--- config.mk ---
export PLATFORM = sky130hd
export DESIGN_NAME = fetch_unit_flat
export DESIGN_NICKNAME = d
export VERILOG_FILES = /design/src/rtl/fetch_unit_if.sv /design/src/rtl/fetch_unit.sv /design/src/flat_wrapper.sv
export SDC_FILE = /design/constraint.sdc
export NUM_CORES = 1
export LEC_CHECK = 0
export CORE_ASPECT_RATIO = 0.75
export CORE_MARGIN = 10
export CORE_UTILIZATION = 53
export DETAILED_ROUTE_END_ITERATION = 8
export PLACE_DENSITY_LB_ADDON = 0.25
export SLEW_MARGIN = 15
export SYNTH_ARGS = -nofsm -noshare
export SYNTH_HDL_FRONTEND = slang
export SYNTH_SLANG_ARGS = --single-unit
--- constraint.sdc ---
create_clock -name clk -period 4 [get_ports clk]
set_input_delay 1 -clock clk [delete_from_list [all_inputs] [get_ports clk]]
set_output_delay 1 -clock clk [all_outputs]
set_load 0.05 [all_outputs]
--- src/rtl/fetch_unit_if.sv ---
// Instruction-memory request/response bundle between the fetch unit and memory.
// Memory accepts a request and returns its data in the same cycle that imem_ready is high.
interface fetch_unit_if;
   logic        imem_req;
   logic [31:0] imem_addr;
   logic        imem_ready;
   logic [31:0] imem_rdata;

   modport master (
      output imem_req,
      output imem_addr,
      input  imem_ready,
      input  imem_rdata
   );

   modport slave (
      input  imem_req,
      input  imem_addr,
      output imem_ready,
      output imem_rdata
   );
endinterface

--- src/rtl/fetch_unit.sv ---
// Instruction fetch unit: owns the PC, issues one memory request per fetch_start,
// captures the returned word into ir and reports misalignment or memory timeout.
module fetch_unit #(
   parameter logic [31:0] RESET_PC = 32'h0000_0000,
   parameter int          TIMEOUT  = 16
) (
   input  logic        clk,
   input  logic        rst,
   input  logic        fetch_start,
   input  logic        pc_load,
   input  logic [31:0] pc_next,
   fetch_unit_if.master imem,
   output logic [31:0] ir,
   output logic [6:0]  opcode,
   output logic [2:0]  fun3,
   output logic [31:0] pc,
   output logic [31:0] pc_ir,
   output logic        ir_valid,
   output logic        busy,
   output logic [1:0]  fault
);

   typedef enum logic [1:0] {
      IDLE  = 2'd0,
      REQ   = 2'd1,
      FAULT = 2'd2
   } state_t;

   localparam logic [7:0] TIMEOUT_LAST = 8'(TIMEOUT - 1);

   state_t      state;
   logic [7:0]  wait_cnt;
   logic [31:0] pend_pc;
   logic        pend_valid;
   logic [31:0] start_pc;

   // A jump arriving together with fetch_start redirects that very fetch.
   assign start_pc = pc_load ? pc_next : pc;

   assign opcode = ir[6:0];
   assign fun3   = ir[14:12];
   assign busy   = (state == REQ);

   always_ff @(posedge clk) begin
      if (rst) begin
         state          <= IDLE;
         pc             <= RESET_PC;
         pc_ir          <= 32'h0000_0000;
         ir             <= 32'h0000_0000;
         ir_valid       <= 1'b0;
         imem.imem_req  <= 1'b0;
         imem.imem_addr <= 32'h0000_0000;
         fault          <= 2'b00;
         wait_cnt       <= 8'd0;
         pend_pc        <= 32'h0000_0000;
         pend_valid     <= 1'b0;
      end else begin
         case (state)
            IDLE: begin
               if (pc_load) begin
                  pc <= pc_next;
               end
               if (fetch_start) begin
                  ir_valid <= 1'b0;
                  if (start_pc[1:0] == 2'b00) begin
                     state          <= REQ;
                     imem.imem_req  <= 1'b1;
                     imem.imem_addr <= start_pc;
                     wait_cnt       <= 8'd0;
                     pend_valid     <= 1'b0;
                  end else begin
                     state <= FAULT;
                     fault <= 2'b01;
                  end
               end
            end

            REQ: begin
               if (imem.imem_ready) begin
                  // The newest redirect wins; otherwise fall through to the next word.
                  ir            <= imem.imem_rdata;
                  pc_ir         <= pc;
                  pc            <= pc_load ? pc_next : (pend_valid ? pend_pc : pc + 32'd4);
                  ir_valid      <= 1'b1;
                  imem.imem_req <= 1'b0;
                  pend_valid    <= 1'b0;
                  state         <= IDLE;
               end else begin
                  if (pc_load) begin
                     pend_pc    <= pc_next;
                     pend_valid <= 1'b1;
                  end
                  if (wait_cnt == TIMEOUT_LAST) begin
                     state         <= FAULT;
                     fault         <= 2'b10;
                     imem.imem_req <= 1'b0;
                  end else begin
                     wait_cnt <= wait_cnt + 8'd1;
                  end
               end
            end

            FAULT: begin
               state <= FAULT;
            end

            default: begin
               state <= IDLE;
            end
         endcase
      end
   end

endmodule

--- src/flat_wrapper.sv ---
// flat-port wrapper written by rule: the top's interface ports become plain ports
module fetch_unit_flat 
#(
   parameter logic [31:0] RESET_PC = 32'h0000_0000,
   parameter int          TIMEOUT  = 16
)
  (clk, rst, fetch_start, pc_load, pc_next, ir, opcode, fun3, pc, pc_ir, ir_valid, busy, fault, imem_imem_req, imem_imem_addr, imem_imem_ready, imem_imem_rdata);
  fetch_unit_if imem_i ();
  input  logic clk;
  input  logic rst;
  input  logic fetch_start;
  input  logic pc_load;
  input  logic [31:0] pc_next;
  output logic [31:0] ir;
  output logic [6:0] opcode;
  output logic [2:0] fun3;
  output logic [31:0] pc;
  output logic [31:0] pc_ir;
  output logic ir_valid;
  output logic busy;
  output logic [1:0] fault;
  output wire logic [$bits(imem_i.imem_req)-1:0] imem_imem_req;
  output wire logic [$bits(imem_i.imem_addr)-1:0] imem_imem_addr;
  input wire logic [$bits(imem_i.imem_ready)-1:0] imem_imem_ready;
  input wire logic [$bits(imem_i.imem_rdata)-1:0] imem_imem_rdata;
  assign imem_imem_req = imem_i.imem_req;
  assign imem_imem_addr = imem_i.imem_addr;
  assign imem_i.imem_ready = imem_imem_ready;
  assign imem_i.imem_rdata = imem_imem_rdata;
  fetch_unit #(.RESET_PC(RESET_PC), .TIMEOUT(TIMEOUT)) u_core (.clk(clk), .rst(rst), .fetch_start(fetch_start), .pc_load(pc_load), .pc_next(pc_next), .imem(imem_i), .ir(ir), .opcode(opcode), .fun3(fun3), .pc(pc), .pc_ir(pc_ir), .ir_valid(ir_valid), .busy(busy), .fault(fault));
endmodule
==> impl_summary.md <==
GRT
The number of global-route vias before repair is 7250. Entering global routing, the biggest net connects 105 pins. The initial antenna violation count is 1. The total grt overflow is 0. The first global-routing pass estimated 39100 um of wire. In the global route stage, overall resource usage came out at 22.8%.

Yosys
The cell area that synthesis handed to floorplanning was 8100 um2. The number of enable-type register cells in the synthesized netlist is 0. The number of nets in the synthesized netlist is 1090. After synthesis, the mean cell area works out to 7.95 um2. The number of standard cells after synthesis is 1019. The share of the Yosys chip area taken by registers is 43.3%. The main flop type after synthesis is sky130_fd_sc_hd__dfxtp_1.

The unique cell type count in the Yosys netlist is 64. The register bit total from synthesis is 175. Yosys printed 0 warnings. The share of flip-flops with an asynchronous set or reset after synthesis is 0%.

CTS
TritonCTS built the clock tree. The cell sitting at the root of the clock tree is a sky130_fd_sc_hd__clkbuf_16. The count of clock tree sinks is 175. The clock tree synthesis step divided the H-tree into 4 levels.

The largest buffer count on any clock path is 2. Gates resized during post-CTS repair numbered 0. The clock-pin slew of the registers on the worst-case setup and hold paths is 60 ps. The post-CTS setup buffer count is 0. The number of hold buffers added after cts is 0. The number of buffers inserted during clock tree synthesis is 17.

The insertion delay to the later sink of the worst-skew pair is 430 ps.

Setup path
By startpoint and endpoint, the worst setup path is classified as reg2out. The signal on the critical path passes through nand2b_1 -> inv_1 -> clkdlybuf4s50_1. The number of buffers and inverters on the critical path is 2. Counting cells, the worst reg-to-reg path comes to 6. The data required time at the worst endpoint is 3000 ps. The critical path starts at u_core.state[0]$_SDFFE_PP0P_.

STA classifies the critical path endpoint as an output port. The worst register-to-register path ends at u_core.pc[26]$_SDFFE_PP0P_. The cell depth of the worst setup path is 3. The startpoint class of the critical path is a register. The slowest cell on the critical path is sky130_fd_sc_hd__clkdlybuf4s50_1. The worst-case register-to-register setup slack is 1480 ps. The endpoint arrival time on the critical path is 2430 ps. The cell family with the largest share of critical-path delay is buffers and inverters. The largest fanout of any net on the critical path is 12.

The launching point of the worst reg2reg path is u_core.state[0]$_SDFFE_PP0P_. The most critical setup path has its endpoint at busy. In this design, the stage delay of the slowest critical-path cell is 890 ps.

Routing
Summing over every cut layer, the via total after detailed routing is 7871. The detailed router's first-iteration violation count is 726. The total DRC errors in the routed layout is 0. The number of detailed-route iterations in the first pass is 8. The wire length per cell after detailed routing is 17.6 um. The remaining antenna violation count after routing is 0. The vias per cell is 5.67. The final wirelength is 24500 um.

Timing
Clock skew on the completed layout was measured at 8.03 ps. After layout, the worst setup slack is 567 ps. The final-report max-slew violation count was 0. The headroom to the max-slew limit is 45.8%. The number of failing setup endpoints in the final timing report is 0. The fmax is 0.291 GHz. The shortest period the worst path allows is 3430 ps. Setup repair after global routing left no endpoint under its margin.

The final hold violation count is 0. At the pin with the least slew margin, the transition time is 812 ps. After layout, the worst path uses 85.8% of the clock period.

The setup TNS is 0 ps. The worst hold slack across all endpoints is 438 ps.

Placed design
Detailed placement ended at an HPWL of 16900 um. The port buffer count is 211. The congestion estimate from routability-driven global placement came to 0.905. The setup slack after placement is 1010 ps.

Finish
The final core utilization is 71.0%. The multi-input combinational cells in the finished layout cover a total of 4000 um2. At the end of the flow, the number of nets in the layout was 1240.

The post-route netlist has 6.26% of its cells at a drive strength greater than 1. The sequential standard cell area is 3500 um2. The number of filler cells placed in the layout is 1253.

From synthesis to final layout, the design area changed by 32.6%.

Flow run
The tool flagged a number of max-cap violations equal to 0.

Die
The floorplan has 39 rows. The die is 163 um wide. The die covers 20700 um2.

The boundary pin count is 212. After floorplanning, the core was sized to cover 15100 um2. The initial utilization of the core area, before any placement, comes to 53.5%. Measured along the y axis, the die boundary spans 127 um.

Min path
The type of the tightest min-delay check is reg2reg.

Run status
The flow ran to the end, and the final reports show no timing, DRC or antenna violations.

Power and ir drop
Summed over all cells, the static leakage comes to 3.69 nW. The post-route total power is 4.58 mW. The cell area power density is 426 nW/um2. The worst-case IR drop observed on VDD is 333 uV.
where the power goes:
group | internal (mW) | switching (mW)
clock | 0.955 | 0.703
combinational | 0.358 | 0.621
sequential | 1.83 | 0.112
total | 3.14 | 1.44
registers in the layout, summed over array words and instances, names as in the netlist:
register and count:
u_core.ir 32, u_core.state 2, u_core.imem.imem_req 1, u_core.imem.imem_addr 32
u_core.pend_pc 32, u_core.pc 32, u_core.pc_ir 32, u_core.fault 2
u_core.ir_valid 1, u_core.pend_valid 1, u_core.wait_cnt 8
synth_stat cells (all sizes together) (10+ instances only):
library cell / number / area share [%]
nand4: 13 / 1.3
a211oi: 32 / 3.0
xor2: 16 / 1.7
clkbuf: 58 / 3.0
a21oi: 124 / 7.7
nor3: 11 / 0.68
a221oi: 16 / 1.8
inv: 18 / 0.83
nand2b: 10 / 0.77
nor2: 87 / 4.1
o21ai: 20 / 1.2
nand2: 244 / 11
mux2i: 23 / 2.8
dfxtp: 175 / 43
a311oi: 13 / 1.4
buf: 43 / 3.5
nand3: 15 / 1.1
cell families after synthesis:
group,after synthesis,synth area share [%]
adders and majority gates,2,0.309
DFF,175,43.3
AOI/OAI and AO/OA,263,21.2
xor gates and xnor gates,22,2.38
muxes,24,2.98
and+or+nand+nor,413,22.5
buffers and inverters,120,7.39
stage by stage:
stage | instances | area (um2)
floorplan | 1019 | 8100
global placement | 1355 | 10100
detailed placement | 1355 | 10100
CTS | 1387 | 10700
global route | 1387 | 10700
finish | 1388 | 10700
worst min-delay path by stage:
stage	startpoint	end	slack, ps	cells past startpoint
CTS	u_core.imem.imem_addr[0]$_SDFFE_PP0P_	u_core.imem.imem_addr[0]$_SDFFE_PP0P_	440	2
global route	u_core.imem.imem_addr[0]$_SDFFE_PP0P_	u_core.imem.imem_addr[0]$_SDFFE_PP0P_	460	2
floorplan	u_core.pend_pc[10]$_SDFFE_PP0P_	u_core.pend_pc[10]$_SDFFE_PP0P_	430	2
global placement	u_core.imem.imem_addr[1]$_SDFFE_PP0P_	u_core.imem.imem_addr[1]$_SDFFE_PP0P_	410	2
detailed placement	u_core.imem.imem_addr[0]$_SDFFE_PP0P_	u_core.imem.imem_addr[0]$_SDFFE_PP0P_	430	2
finish	u_core.imem.imem_addr[0]$_SDFFE_PP0P_	u_core.imem.imem_addr[0]$_SDFFE_PP0P_	440	2
layout make-up:
type / count / area share, %
Multi-Input combinational cell: 724 / 37.3
Sequential cell: 175 / 32.6
Timing Repair Buffer: 233 / 21.5
Clock buffer: 20 / 4.25
Tap cell: 205 / 2.39
Clock inverter: 12 / 1.27
Inverter: 18 / 0.629
Antenna cell: 1 / 0.0233
cell usage in the layout (no fill, tap or decap), drive strengths merged, types with 19 or more instances in the layout:
cell type	count
nor2	87
nand2	244
clkbuf	20
mux2i	23
o21ai	20
buf	24
a21oi	124
clkdlybuf4s50	209
inv	19
a211oi	32
dfxtp	175
tightest hold or removal path: stages, from the launching register on:
cell                      delay [ps]
sky130_fd_sc_hd__dfxtp_1         310
sky130_fd_sc_hd__inv_1            50
sky130_fd_sc_hd__nor2_1           40
per-layer routing:
layer	track usage (%)	up-vias	routed length, um
li1	-	3839	-
met1	29.9	3681	10500
met2	35.4	328	11100
met3	7.64	23	2540
met4	5.98	0	268
met5	0	-	0
No activity file was read; power rests on OpenSTA's default activity.
==> patch 1 (same flow settings) <==
Encoding of `state_t`: now one-hot (3 bits for 3 states).
--- a/src/rtl/fetch_unit.sv
+++ b/src/rtl/fetch_unit.sv
@@ -20,10 +20,10 @@
    output logic [1:0]  fault
 );
 
-   typedef enum logic [1:0] {
-      IDLE  = 2'd0,
-      REQ   = 2'd1,
-      FAULT = 2'd2
+   typedef enum logic [2:0] {
+      IDLE  = 3'b001,
+      REQ   = 3'b010,
+      FAULT = 3'b100
    } state_t;
 
    localparam logic [7:0] TIMEOUT_LAST = 8'(TIMEOUT - 1);
Behaviour: same outputs for any inputs over 4 cycles, from zero or initial values and one cycle with rst high; so few cycles prove little.
==> patch 1 against the unedited design <==
Setup slack got worse by 150 ps; count of clock-buffer cells in the layout unchanged; wire length increased by 9.4%; total power is 3.0% higher; sequential share of layout area is 0.065 points higher; synthesized area decreased by 1.7%; combinational power increased by 1%; core utilization grew 2.9 points; maximum frequency fell by 4.3%; sequential cell count is 1 higher; design area rose by 0.37%; clock skew grew 5.9 ps; largest power group unchanged; highest routed layer unchanged.
==> patch 1: results (changes against the unedited design) <==
[setup_path]
cp_slowest_stage_delay_ps = 820  ; was 890 ps
cp_max_fo = 16  ; was 12
critPathSlowestCell = clkdlybuf4s50_1  ; unchanged
worst_ep_arrival_time_ps = 2590  ; was 2430 ps

[synth]
synth_area_leaders = dfxtp_1 (44%), nand2_1 (11%), a21oi_1 (8.4%), mux2i_1 (4.8%), a211oi_1 (3.8%)  ; was dfxtp_1 (43%), nand2_1 (11%), a21oi_1 (7.7%), nor2_1 (4.0%), a211oi_1 (3.0%)
synth_cell_types = 60  ; was 64
ys_async_sr_fraction_pct = 0  ; unchanged
synth_warnings = 0  ; unchanged
syn_nets = 1077  ; was 1090
ys.flop_type = dfxtp_1  ; unchanged
synth_common_cells = nand2_1 (230), dfxtp_1 (176), a21oi_1 (133), nor2_1 (62), clkbuf_1 (50)  ; was nand2_1 (244), dfxtp_1 (175), a21oi_1 (124), nor2_1 (86), clkbuf_1 (55)
synth_seq_area_share_pct = 44.3  ; was 43.3%

[cts]
clockBufferDepth = 2  ; unchanged
cts_setup_buffers = 0  ; unchanged
cts_max_level = 4  ; unchanged
path_clk_slew_ps = 70
clk_latency_ps = 420
cts_root_buf = clkbuf_16  ; unchanged
cts.repair.resized = 0  ; unchanged

[final_layout]
nNetsFinal = 1240  ; unchanged
drive_gt1_share_pct = 5.67  ; was 6.26%
diodes = 0  ; was 1

[pwr]
p_leak_nw = 3.67  ; was 3.69 nW
ir_worst_vdd_mv = 0.296  ; was 0.333 mV

[drt]
firstDrtPassIters = 7  ; was 8
antenna_left = 0  ; unchanged
avgViaCountPerCell = 5.93  ; was 5.67
wl_per_cell_um = 19.4  ; was 17.6 um
drt-initial-drc-count = 983  ; was 726

[global_route]
grt_pass1_wl_mm = 42.2  ; was 39.1 mm
antenna_found_initial = 0  ; was 1
first_global_vias = 7677  ; was 7250
grt.total_usage_pct = 24.9  ; was 22.8%
grt_start_max_net_pins = 123  ; was 105

[placed_design]
gp_congestion = 0.965  ; was 0.905
port_buffers = 211  ; unchanged
hpwl_mm = 18.6  ; was 16.9 mm

[run_status]
status = completed  ; unchanged

[timing]
slew_headroom_pct = 39.3  ; was 45.8%
skew_ps = 13.9  ; was 8.03 ps

[min_path]
min_path_type = register to register  ; unchanged

## patch 1: cell count changes in the layout (fill, tap and decap cells not counted), sizes merged, moves of 10 or more
cell and delta:
nor2 -25, a22oi +10, o22ai +10, nand2 -14, xor2 -14, mux2i +15
## patch 1: critical path, delay by kind of cell, from the launching register on
family                 cells  cell delay (ps)
buffers and inverters      2              980
AND/OR/NAND/NOR            1              740
flip-flops                 1              430
## patch 1: metrics by stage
stage / cell area (sq um) / setup slack (ps) / hold slack (ps) / cells
floorplan: 7960 / 1420 / 431 / 1006
global placement: 10200 / 656 / 438 / 1350
detailed placement: 10200 / 527 / 444 / 1350
CTS: 10800 / 449 / 453 / 1382
global route: 10800 / 324 / 472 / 1382
finish: 10800 / 414 / 450 / 1382
## patch 1: cell type report
class / instances / area, sq um
clock buffer: 20 / 457
tap: 200 / 250
inverter: 11 / 41.3
fill: 1145 / 3820
clock inverter: 12 / 170
multi-input combinational: 730 / 4020
sequential: 176 / 3520
timing repair buffer: 233 / 2320
## patch 1: routing by layer
| layer | part of all wire [%] | up-vias | GRT usage, % |
|---|---|---|---|
| li1 | - | 3885 | - |
| met1 | 42 | 3816 | 33.0 |
| met2 | 45 | 456 | 39.1 |
| met3 | 12 | 33 | 8.07 |
| met4 | 1.0 | 0 | 4.64 |
| met5 | 0 | - | 0 |
## patch 1: cells by family (layout without fill, tap and decap cells)
group | count (synthesis) | in the layout | share of synthesized area (%)
mux | 38 | 38 | 4.78
buf+inv | 100 | 276 | 5.52
simple gates | 405 | 405 | 22.4
flops | 176 | 176 | 44.3
fa+ha+maj | 2 | 2 | 0.314
xor+xnor | 10 | 10 | 1.10
compound gates | 275 | 275 | 21.6
## patch 1: power by group
| part | switching (W) | internal (W) |
|---|---|---|
| sequential | 0.000117 | 0.00183 |
| clock | 0.000737 | 0.00103 |
| combinational | 0.000634 | 0.000360 |
## patch 1: final timing paths
kind / depth (start not counted) / endpoint / slack (ps) / start
worst max register to register: 7 / u_core.pc_ir[3] / 1210 / u_core.state[2]
worst min-delay path: 2 / u_core.pend_pc[22] / 450 / u_core.pend_pc[22]
worst min register to register: 2 / u_core.pend_pc[22] / 450 / u_core.pend_pc[22]
worst max-delay path: 3 / busy / 410 / u_core.state[2]
==> patch 2 (config.mk and constraints unchanged) <==
Without the edit above. `TIMEOUT` is set to 16 in 2 places; all go to 8.
--- a/src/rtl/fetch_unit.sv
+++ b/src/rtl/fetch_unit.sv
@@ -2,7 +2,7 @@
 // captures the returned word into ir and reports misalignment or memory timeout.
 module fetch_unit #(
    parameter logic [31:0] RESET_PC = 32'h0000_0000,
-   parameter int          TIMEOUT  = 16
+   parameter int          TIMEOUT  = 8
 ) (
    input  logic        clk,
    input  logic        rst,
--- a/src/flat_wrapper.sv
+++ b/src/flat_wrapper.sv
@@ -2,7 +2,7 @@
 module fetch_unit_flat 
 #(
    parameter logic [31:0] RESET_PC = 32'h0000_0000,
-   parameter int          TIMEOUT  = 16
+   parameter int          TIMEOUT  = 8
 )
   (clk, rst, fetch_start, pc_load, pc_next, ir, opcode, fun3, pc, pc_ir, ir_valid, busy, fault, imem_imem_req, imem_imem_addr, imem_imem_ready, imem_imem_rdata);
   fetch_unit_if imem_i ();
Check against the original RTL: same outputs for any inputs over 4 cycles, from zero or initial values and one cycle with rst high; that may be too few to reach the edited logic, so the function may still have changed.
==> patch 2 against the unedited design <==
First-iteration DRC count increased by 6.3%; design area fell by 0.77%; synthesized area decreased by 1.6%; cell count fell by 1.8%; wire length grew 3.5%; critical path depth unchanged; setup slack gained 320 ps; total power down 0.40%; sequential cell count stayed put; sequential share of layout area is 0.25 points higher; count of clock-buffer cells in the layout unchanged; hold slack gained 14 ps; largest power group unchanged; highest routed layer unchanged.
==> patch 2: results (changes against the unedited design) <==
[drt]
wl_met3_mm = 2.85  ; was 2.54 mm
wl_mm = 25.3  ; was 24.5 mm
wl_per_cell_um = 18.6  ; was 17.6 um
met2_wirelength_mm = 11.4  ; was 11.1 mm
drt-initial-drc-count = 772  ; was 726
avgViaCountPerCell = 5.80  ; was 5.67

[synth]
synth_common_cells = nand2_1 (250), dfxtp_1 (175), a21oi_1 (118), nor2_1 (70), clkbuf_1 (64)  ; was nand2_1 (244), dfxtp_1 (175), a21oi_1 (124), nor2_1 (86), clkbuf_1 (55)
synth_area_leaders = dfxtp_1 (44%), nand2_1 (12%), a21oi_1 (7.4%), a211oi_1 (3.6%), nor2_1 (3.3%)  ; was dfxtp_1 (43%), nand2_1 (11%), a21oi_1 (7.7%), nor2_1 (4.0%), a211oi_1 (3.0%)
syn_nets = 1076  ; was 1090
syn_inst = 1005  ; was 1019
synth_cell_types = 60  ; was 64

[run_status]
status = completed  ; unchanged

[final_layout]
nMultiInputCombCells = 717  ; was 724
clkCellAreaFrac_pct = 5.55  ; was 5.52%
drive_gt1_share_pct = 6.19  ; was 6.26%
diodes = 0  ; was 1
fill_cells = 1197  ; was 1253
multi_input_area_share_pct = 37.5  ; was 37.3%
inv_count = 11  ; was 18
nNonClkBuffers = 228  ; was 233
buffer_area_share_pct = 21.3  ; was 21.5%
ff_latch_area_sq_mm = 0.00350  ; unchanged

[global_route]
grt_start_max_net_pins = 90  ; was 105
grt_pass1_wl_mm = 40.2  ; was 39.1 mm
grt.total_usage_pct = 23.6  ; was 22.8%
antenna_found_initial = 0  ; was 1
grt_use_met1_pct = 30.1  ; was 29.9%
use_met3_pct = 8.37  ; was 7.64%
met2_usage_pct = 37.1  ; was 35.4%

[setup_path]
r2r_slack_ps = 1460  ; was 1480 ps
regToRegEndpoint = u_core.pc[20]  ; was u_core.pc[26]
r2r-start = u_core.pend_valid  ; was u_core.state[0]
worst_ep_arrival_time_ps = 2110  ; was 2430 ps
cp_max_fo = 14  ; was 12

[timing]
skew_ps = 9.01  ; was 8.03 ps
worstMarginPinSlew_ps = 1040  ; was 812 ps

[placed_design]
hpwl_mm = 17.3  ; was 16.9 mm
dp.cells = 1331  ; was 1355
gp_congestion = 0.864  ; was 0.905
placed_area_sq_mm = 0.0101  ; about the same

[pwr]
ir_worst_vdd_mv = 0.371  ; was 0.333 mV
p_sw_share_pct = 32.1  ; was 31.4%
power.share.combinational_pct = 20.7  ; was 21.4%

[min_path]
whs_endpoint = u_core.pend_pc[31]  ; was u_core.imem.imem_addr[0]
hp-start = u_core.pend_pc[31]  ; was u_core.imem.imem_addr[0]

## patch 2: cell families (layout without fill, tap and decap cells)
family	Yosys count	after routing	synth area share, %
mux	26	26	3.28
fa+ha+maj	2	2	0.314
flops	175	175	44.0
xor+xnor	16	16	1.76
buf+inv	113	271	6.19
simple gates	423	423	24.4
compound gates	250	250	20.1
## patch 2: per-stage QoR
step           hold WS [ps]  setup WS (ps)  total power [W]  utilization (%)
2_1_floorplan           431           1520          0.00258                -
3_3_place_gp            438           1010          0.00291             68.9
3_5_place_dp            443            952          0.00292             68.9
4_1_cts                 452            897          0.00457             73.0
5_1_grt                 474            814          0.00471             73.0
6_report                452            891          0.00456             73.0
## patch 2: worst max path at each step
stage	end	depth (start not counted)
global route	busy	3
global placement	u_core.pc[23]	7
CTS	busy	3
detailed placement	u_core.wait_cnt[3]	7
floorplan	u_core.wait_cnt[4]	7
finish	busy	3
## patch 2: worst max-delay path, cell delays in order, from the launching register on
cell	delay, ps
dfxtp_1	600
nand2b_1	150
inv_1	120
clkdlybuf4s50_1	820
